[config.mk]
export PLATFORM = sky130hd
export DESIGN_NAME = stream_to_bram
export DESIGN_NICKNAME = d
export VERILOG_FILES = /design/src/rtl/stream_capture_pkg.sv /design/src/rtl/stream_to_bram.sv
export SDC_FILE = /design/constraint.sdc
export NUM_CORES = 1
export LEC_CHECK = 0
export ABC_CLOCK_PERIOD_IN_PS = 5950
export CAP_MARGIN = 20
export CORE_UTILIZATION = 52
export DETAILED_ROUTE_END_ITERATION = 7
export PLACE_DENSITY = 0.93
export SETUP_SLACK_MARGIN = 0.05
export SLEW_MARGIN = 10
export SYNTH_ARGS = -nofsm -noshare
export SYNTH_HDL_FRONTEND = slang
export SYNTH_SLANG_ARGS = --single-unit
export TNS_END_PERCENT = 10
[constraint.sdc]
create_clock -name clk -period 5.95 [get_ports clk]
set_input_delay 1.785 -clock clk [delete_from_list [all_inputs] [get_ports clk]]
set_output_delay 1.785 -clock clk [all_outputs]
set_load 0.005 [all_outputs]
[src/rtl/stream_capture_pkg.sv]
// Shared types and constants for the stream-to-BRAM capture block.
package stream_capture_pkg;

    typedef enum logic [1:0] {
        IDLE    = 2'd0,
        ARMED   = 2'd1,
        CAPTURE = 2'd2,
        DONE    = 2'd3
    } capture_state_t;

    localparam logic CAPTURE_IMMEDIATE = 1'b0;
    localparam logic CAPTURE_ORBIT     = 1'b1;

    // Zero or any request at/above the RAM depth means "fill the whole RAM".
    function automatic logic [16:0] clamp_length(input logic [15:0] req,
                                                 input logic [16:0] depth);
        logic [16:0] len;
        if ((req == 16'd0) || ({1'b0, req} >= depth)) begin
            len = depth;
        end else begin
            len = {1'b0, req};
        end
        return len;
    endfunction

endpackage

[src/rtl/stream_to_bram.sv]
// Records a 32-bit AXI stream into a block RAM through a native write port.
// Capture starts on arm (immediate mode) or on the first orbit sync after arm,
// stores a latched number of words, then stops and raises done.
module stream_to_bram
    import stream_capture_pkg::*;
#(
    parameter  int MEM_DEPTH = 2048,
    localparam int AW        = $clog2(MEM_DEPTH)
) (
    input  logic        clk,
    input  logic        reset,
    input  logic        arm,
    input  logic        clear,
    input  logic        capture_mode,
    input  logic [15:0] capture_length,
    input  logic        fc_orbitSync,
    input  logic [31:0] data_stream_TDATA,
    input  logic        data_stream_TVALID,
    output logic        data_stream_TREADY,
    output logic        bram_CLK,
    output logic        bram_RST,
    output logic        bram_EN,
    output logic [3:0]  bram_WE,
    output logic [31:0] bram_ADDR,
    output logic [31:0] bram_DIN,
    output logic        busy,
    output logic        done,
    output logic [16:0] words_written
);

    localparam logic [16:0] DEPTH_W = 17'(MEM_DEPTH);

    typedef struct packed {
        capture_state_t state;
        logic           ready;
        logic           mode;
        logic [16:0]    len;
        logic [AW-1:0]  addr;
        logic [16:0]    count;
        logic           en;
        logic [AW-1:0]  wr_addr;
        logic [31:0]    din;
        logic           done;
    } regs_t;

    regs_t       q_r;
    regs_t       d_s;
    logic        accept_s;
    logic        write_s;
    logic [16:0] next_count_s;

    // Next-state and write-port decode; clear overrides every transition and write.
    always_comb begin
        d_s          = q_r;
        d_s.ready    = 1'b1;
        d_s.en       = 1'b0;
        write_s      = 1'b0;
        accept_s     = data_stream_TVALID && q_r.ready;
        next_count_s = q_r.count + 17'd1;

        if (clear) begin
            d_s.state = IDLE;
        end else begin
            case (q_r.state)
                IDLE, DONE: begin
                    if (arm) begin
                        d_s.len   = clamp_length(capture_length, DEPTH_W);
                        d_s.mode  = capture_mode;
                        d_s.count = 17'd0;
                        d_s.addr  = '0;
                        if (capture_mode == CAPTURE_ORBIT) begin
                            d_s.state = ARMED;
                        end else begin
                            d_s.state = CAPTURE;
                        end
                    end else begin
                        d_s.state = q_r.state;
                    end
                end
                ARMED: begin
                    if (fc_orbitSync) begin
                        d_s.state = CAPTURE;
                        write_s   = accept_s;
                    end else begin
                        d_s.state = ARMED;
                    end
                end
                CAPTURE: begin
                    write_s = accept_s;
                end
                default: begin
                    d_s.state = IDLE;
                end
            endcase

            if (write_s) begin
                d_s.en      = 1'b1;
                d_s.wr_addr = q_r.addr;
                d_s.din     = data_stream_TDATA;
                d_s.count   = next_count_s;
                // Address stops at len-1 on the final word, so it never wraps.
                if (next_count_s >= q_r.len) begin
                    d_s.state = DONE;
                end else begin
                    d_s.addr = q_r.addr + 1'b1;
                end
            end else begin
                d_s.en = 1'b0;
            end
        end

        // done trails the DONE entry by one cycle and drops as soon as we leave.
        d_s.done = (q_r.state == DONE) && (d_s.state == DONE);
    end

    // State register with synchronous reset.
    always_ff @(posedge clk) begin
        if (reset) begin
            q_r <= '0;
        end else begin
            q_r <= d_s;
        end
    end

    assign data_stream_TREADY = q_r.ready;
    assign bram_CLK           = clk;
    assign bram_RST           = reset;
    assign bram_EN            = q_r.en;
    assign bram_WE            = q_r.en ? 4'hF : 4'h0;
    assign bram_ADDR          = {{(30 - AW){1'b0}}, q_r.wr_addr, 2'b00};
    assign bram_DIN           = q_r.din;
    assign busy               = (q_r.state == ARMED) || (q_r.state == CAPTURE);
    assign done               = q_r.done;
    assign words_written      = q_r.count;

endmodule

# After elaboration in Yosys (flattened, before gate mapping)

Index checks and enable logic that the tools add are counted.

Word-level logic and storage cells: 52
Input port bits: 55
Output and inout port bits: 91
Flip-flop bits (word level): 94

Equality and inequality tests: 4
Magnitude comparators: 2
Reduce and logical (&&, ||, !) cells: 13
$add $sub $neg: 2
Bitwise logic cells: 1
Mux-type cells: 20

Operator list:

| cell                                                                | number |
|---|---|
| 2-to-1 mux 46 bit                                                   | 2 |
| 2-to-1 mux 92 bit                                                   | 1 |
| 2-to-1 mux 90 bit                                                   | 1 |
| 2-to-1 mux 43 bit                                                   | 1 |
| 2-to-1 mux 28 bit                                                   | 1 |
| adder 17 x 1 -> 17 bit, second input constant                       | 1 |
| greater-or-equal comparator 17 bit                                  | 1 |
| greater-or-equal comparator 16 x 12 -> 1 bit, second input constant | 1 |
| logical NOT 16 bit                                                  | 1 |
| 2-to-1 mux 16 bit                                                   | 1 |
| 2-to-1 mux 2 bit                                                    | 6 |
| adder 11 x 1 -> 11 bit, second input constant                       | 1 |
| 2-to-1 mux 11 bit                                                   | 1 |
| == test 2 bit, second input constant                                | 3 |
| AND reduction 3 bit                                                 | 2 |
| 2-to-1 mux 4 bit                                                    | 1 |
| case mux 2 bit (2 select lines)                                     | 1 |
| nonzero test 2 bit                                                  | 2 |
| OR reduction 2 bit                                                  | 2 |
| 2-to-1 mux 1 bit                                                    | 3 |
| == test 2 x 1 -> 1 bit, second input constant                       | 1 |
| logical AND 1 bit                                                   | 2 |
| logical NOT 2 bit                                                   | 1 |
| logical OR 1 bit                                                    | 2 |
| other kinds (3)                                                     | 3 |

# Depth between registers and ports, before layout

Gate-level depths: netlist of the first run.

Depth in word-level cells: 9
Gate-level depth with buffers: 14
Mapped depth without buffers: 13

==> flow_metrics.py, run 1 <==
metrics = {
    "die": {
        "num_rows": 35,
        "core_mm2": 0.00924,
        "io_pins": 146,
        "die_w_um": 99.5,
        "dieArea_mm2": 0.00991,
        "initial_core_util_pct": 53.5,
        "fp.dieH_um": 99.5,
    },
    "run_status": {
        "outcome": "completed",
    },
    "global_routing": {
        "grt_pass1_wl_um": 18600,
        "grt_util_all_layers_pct": 23.1,
        "grt_pass1_vias": 4098,
        "grt_max_degree": 90,
        "grt_antenna_before_repair": 0,
        "grt_overflow_total": 0,
    },
    "route": {
        "drc_errors": 0,
        "drtIter0Drc": 215,
        "num_vias": 4299,
        "wl_per_cell_um": 14.1,
        "wirelength_um": 11300,
        "drtAntennaViolNets": 0,
        "dr.pass1.iters": 5,
        "vias_per_cell": 5.35,
    },
    "synth": {
        "synth_cell_type_count": 46,
        "ys_seq_elements": 92,
        "syn_inst": 626,
        "yosys_warnings": 0,
        "synth_top_family_by_area": "simple AND/OR/NAND/NOR gates",
        "synthAdderAreaFrac_pct": 5.57,
        "synthXorXnorAreaFrac_pct": 2.66,
        "seq_area_frac_synth_pct": 37.2,
        "synth_compound_area_share_pct": 14.6,
        "synth.cell_area_mm2": 0.00495,
        "synthMuxAreaShare_pct": 0.810,
        "syn_area_per_cell_um2": 7.90,
        "synth_simple_gate_area_share_pct": 21.1,
    },
    "critical_path": {
        "cp_slowest_cell": "clkdlybuf4s50_1",
        "max_stage_delay_ps": 450,
        "crit_path_max_fanout": 2,
        "rrSetupSlack_ps": 1830,
        "crit_type": "clk2out",
        "endpoint_kind": "output port",
        "crit_required_ps": 4160,
        "cpMostUsedCell": "clkbuf_8",
        "worstPathArrival_ps": 3650,
        "path_buf_inv": 3,
        "critPathTopFamily": "buffers and inverters",
        "crit_chain": "clkbuf_8 -> clkbuf_8 -> clkdlybuf4s50_1",
        "critPathLaunchType": "clock port",
    },
    "clocking": {
        "cts_tree": "done",
        "postCtsSetupBuffers": 0,
        "hold_buffers": 0,
        "cts.repair.resized": 0,
        "worstSkewPairLatency_ps": 450,
        "clk_pin_slew_ps": 100,
    },
    "sta": {
        "finalMaxSlewViolations": 0,
        "tightest_slew_ps": 920,
        "hold_viol_final": 0,
        "maxSlewHeadroom_pct": 38.6,
        "setup_slack_ps": 514,
        "rsz0062_at_grt": "false",
        "setup_viol_count_final": 0,
        "fin_tns_setup_ps": 0,
        "fin_hold_ws_ps": 457,
        "skew_ps": 11.1,
    },
    "cells_and_area": {
        "nFillCells": 759,
        "drive_above_1_share_pct": 5.93,
        "final_cell_mix": "clkdlybuf4s50_1 (123), nand2_1 (116), dfxtp_1 (92)",
        "nets": 747,
        "finalInstanceArea_mm2": 0.00591,
        "num_antenna_cells": 0,
        "syn_to_final_growth_pct": 19.5,
        "final_common_cell": "clkdlybuf4s50_1",
    },
    "worst_hold_path": {
        "hold_class": "reg2reg",
    },
    "placement": {
        "portBuffers": 124,
        "place_area_mm2": 0.00566,
        "place.gp.congestion": 0.863,
        "dp_hpwl_um": 7960,
        "dpl_worst_slack_ps": 776,
    },
    "power_and_ir_drop": {
        "p_per_area_mw_per_mm2": 204,
        "max-vdd-ir-drop_uv": 132,
        "p_leak_nw": 2.07,
        "p_total_mw": 1.20,
    },
    "flow_run": {
        "cap_viol_max_count": 0,
    },
}
==> logic make-up after synthesis <==
logic type,Yosys count
flip-flops,92
buffers and inverters,141
other,1
AO/OA/AOI/OAI,119
XOR/XNOR,15
adder cells (fa/ha/maj),22
AND/OR/NAND/NOR,232
multiplexers,4
==> through the flow <==
step,cells,util (%)
5_1_grt,804,64.0
2_1_floorplan,646,-
6_report,804,64.0
3_5_place_dp,785,61.2
4_1_cts,804,63.9
3_3_place_gp,785,61.2
==> where the power goes <==
part | switching, mW | total, mW | internal (mW)
clock network | 0.239 | 0.503 | 0.265
logic | 0.0404 | 0.0830 | 0.0426
registers | 0.00134 | 0.618 | 0.617
total | 0.280 | 1.20 | 0.924
==> cell type report <==
class	count	area (um^2)	area share, %
Timing Repair Buffer	127	1260	21.3
Clock buffer	14	189	3.20
Multi-Input combinational cell	413	2300	39.0
Clock inverter	6	70.1	1.19
Tap cell	129	161	2.73
Sequential cell	92	1840	31.2
Inverter	23	86.3	1.46
==> registers in the layout, summed over array words and instances (netlist names) <==
| name | cells |
|---|---|
| words_written | 17 |
| data_stream_TREADY | 1 |
| q_r | 29 |
| bram_ADDR | 11 |
| bram_DIN | 32 |
| done | 1 |
| bram_EN | 1 |
==> worst reg2reg max path, stage by stage, from the launching register on <==
cell,delay [ps]
dfxtp_1,510
ha_1,280
nand4_1,210
nor4_1,780
nand3_1,180
xnor2_1,230
ha_1,300
nand4_1,140
nor2_1,60
a31oi_1,340
nand4_4,300
or4_1,550
a31oi_1,160
==> metal layers <==
metal | GRT usage [%] | wire length, um | vias to the layer above
met2 | 40.9 | 5730 | 192
met3 | 3.65 | 661 | 25
met4 | 11.2 | 274 | 0
li1 | - | - | 2094
met5 | 0 | 0 | -
met1 | 27.2 | 4680 | 1988
==> Yosys cell counts (all sizes together) <==
cell type	count	area (um^2)
o21bai	2	15.0
or2	6	37.5
a221oi	2	17.5
o21ai	11	55.1
a22oi	11	82.6
a21oi	67	335
or4	6	46.3
xnor2	7	61.3
nand3	28	140
ha	22	275
nor4	5	31.3
o211ai	2	15.0
nand4	7	58.8
inv	23	86.3
clkbuf	22	92.6
o41ai	2	17.5
conb	1	3.75
mux2i	4	40.0
nand2	116	435
o311ai	2	17.5
and3	2	12.5
o211a	1	10.0
nand2b	4	25.0
a2111oi	3	38.8
dfxtp	92	1840
a21o	4	30.0
nor3	13	75.1
nor2	42	158
o31a	1	10.0
nand3b	3	22.5
o32ai	1	8.76
a31oi	8	50.1
buf	96	709
a211oi	2	20.0
xor2	8	70.1
==> final timing paths <==
| path | cells after the start | start | endpoint |
|---|---|---|---|
| worst max register to register | 12 | words_written[0]$_SDFFE_PP0P_ | q_r[67]$_SDFFE_PP0N_ |
| worst max-delay path | 3 | clk | bram_CLK |
| worst min register to register | 2 | bram_DIN[19]$_SDFFE_PP0P_ | bram_DIN[19]$_SDFFE_PP0P_ |
| worst min-delay path | 2 | bram_DIN[19]$_SDFFE_PP0P_ | bram_DIN[19]$_SDFFE_PP0P_ |
No activity file was read; power rests on OpenSTA's default activity.
==> inputs of run 2 (changes only) <==
- CORE_MARGIN: not set -> 2
==> run 2 against run 1 <==
Die area up 4.1%. Register-to-register slack better by 70 ps. Combinational power up 0.7%.
==> flow_metrics.py, run 2 (same netlist as run 1, synthesis figures left out) <==
metrics = {
    "run_status": {
        "outcome": "completed",
    },
    "die": {
        "core_mm2": 0.00924,
        "fp.dieH_um": 102,
        "io_pins": 146,
        "dieArea_mm2": 0.0103,
        "num_rows": 35,
        "initial_core_util_pct": 53.5,
        "die_w_um": 102,
    },
    "critical_path": {
        "timing.rr.start": "words_written[0]$_SDFFE_PP0P_",
        "critPathTopFamily": "buffers and inverters",
        "endpoint_kind": "output port",
        "cpMostUsedCell": "clkbuf_8",
        "worstPathArrival_ps": 3650,
        "worstRegToRegCells": 12,
        "crit_type": "clk2out",
        "cp_slowest_cell": "clkdlybuf4s50_1",
        "critPathLaunchType": "clock port",
        "regToRegEndpoint": "q_r[68]$_SDFFE_PP0N_",
        "crit_path_max_fanout": 2,
        "crit_chain": "clkbuf_8 -> clkbuf_8 -> clkdlybuf4s50_1",
        "crit_required_ps": 4160,
        "rrSetupSlack_ps": 1900,
        "max_stage_delay_ps": 450,
        "path_buf_inv": 3,
    },
    "clocking": {
        "clk_pin_slew_ps": 80,
        "cts.repair.resized": 0,
        "cts_tree": "done",
        "hold_buffers": 0,
        "worstSkewPairLatency_ps": 470,
        "postCtsSetupBuffers": 0,
    },
    "cells_and_area": {
        "final_common_cell": "clkdlybuf4s50_1",
        "drive_above_1_share_pct": 5.77,
        "largest_reg_flops": 32,
        "final_cell_mix": "clkdlybuf4s50_1 (123), nand2_1 (116), dfxtp_1 (92)",
        "syn_to_final_growth_pct": 18.9,
        "finalInstanceArea_mm2": 0.00588,
        "num_antenna_cells": 0,
        "nets": 748,
    },
    "global_routing": {
        "grt_pass1_wl_um": 18500,
        "grt_overflow_total": 0,
        "grt_util_all_layers_pct": 22.7,
        "grt_pass1_vias": 4173,
        "grt_max_degree": 90,
        "grt_antenna_before_repair": 0,
    },
    "sta": {
        "rsz0062_at_grt": "false",
        "fin_tns_setup_ps": 0,
        "finalMaxSlewViolations": 0,
        "tightest_slew_ps": 916,
        "setup_viol_count_final": 0,
        "maxSlewHeadroom_pct": 38.9,
        "skew_ps": 12.1,
        "hold_viol_final": 0,
    },
    "flow_run": {
        "cap_viol_max_count": 0,
    },
    "route": {
        "vias_per_cell": 5.44,
        "drtAntennaViolNets": 0,
        "drc_errors": 0,
        "drtIter0Drc": 262,
        "num_vias": 4377,
        "dr.pass1.iters": 5,
        "wl_per_cell_um": 14.7,
        "wirelength_um": 11800,
    },
    "worst_hold_path": {
        "min_to": "q_r[87]$_SDFFE_PP0P_",
        "whs_path_depth": 2,
        "hold_class": "reg2reg",
        "worstHoldStart": "q_r[87]$_SDFFE_PP0P_",
    },
    "placement": {
        "place_area_mm2": 0.00565,
        "dp_hpwl_um": 8160,
        "portBuffers": 124,
        "place.gp.congestion": 0.845,
    },
    "power_and_ir_drop": {
        "p_per_area_mw_per_mm2": 197,
        "max-vdd-ir-drop_uv": 110,
        "p_leak_nw": 2.06,
    },
}
run 2: cell types whose count changed in the layout (fill, tap and decap cells not counted), sizes merged:
cell / before / now
bufinv: 1 / 0
inv: 26 / 24
clkinv: 2 / 5
buf: 5 / 6
run 2: how the worst max path moves through the flow:
stage          start       end  slack, ps  cells past startpoint
2_1_floorplan    clk  bram_CLK       1080                      1
3_5_place_dp     clk  bram_CLK        780                      1
6_report         clk  bram_CLK        520                      3
3_3_place_gp     clk  bram_CLK        780                      1
5_1_grt          clk  bram_CLK        500                      3
4_1_cts          clk  bram_CLK        500                      3
run 2: power by group:
| part | switching (mW) | leakage, nW | internal, mW |
|---|---|---|---|
| registers | 0.00159 | 0.741 | 0.617 |
| logic | 0.0407 | 1.20 | 0.0429 |
| clock network | 0.247 | 0.116 | 0.210 |
| total | 0.289 | 2.06 | 0.870 |
run 2: metal layers:
layer / routed length, um / GRT usage [%]
met2: 6000 / 39.3
met1: 4730 / 25.8
met5: 0 / 0
met4: 285 / 11.0
met3: 795 / 6.21
run 2: per-stage QoR:
stage / hold WS [ps] / cells / power (mW) / setup slack [ps] / util [%]
floorplan: 430 / 646 / 0.690 / 1080 / -
global placement: 442 / 784 / 0.726 / 776 / 61.1
detailed placement: 446 / 784 / 0.728 / 776 / 61.1
CTS: 460 / 803 / 1.16 / 497 / 63.5
global route: 481 / 805 / 1.20 / 496 / 63.7
finish: 455 / 805 / 1.16 / 516 / 63.7
run 2: tightest hold or removal path, delay by kind of cell (launching register included):
family                 cells  cell delay [ps]
buffers and inverters      1               60
and+or+nand+nor            1               50
DFF                        1              300
run 2: layout make-up:
type | count | area, um^2
clock buffers | 14 | 179
inverters | 23 | 86.3
clock inverters | 6 | 48.8
multi-input cells | 413 | 2300
well taps | 129 | 161
repair buffers | 128 | 1260
flip-flops and latches | 92 | 1840
fillers | 765 | 3360
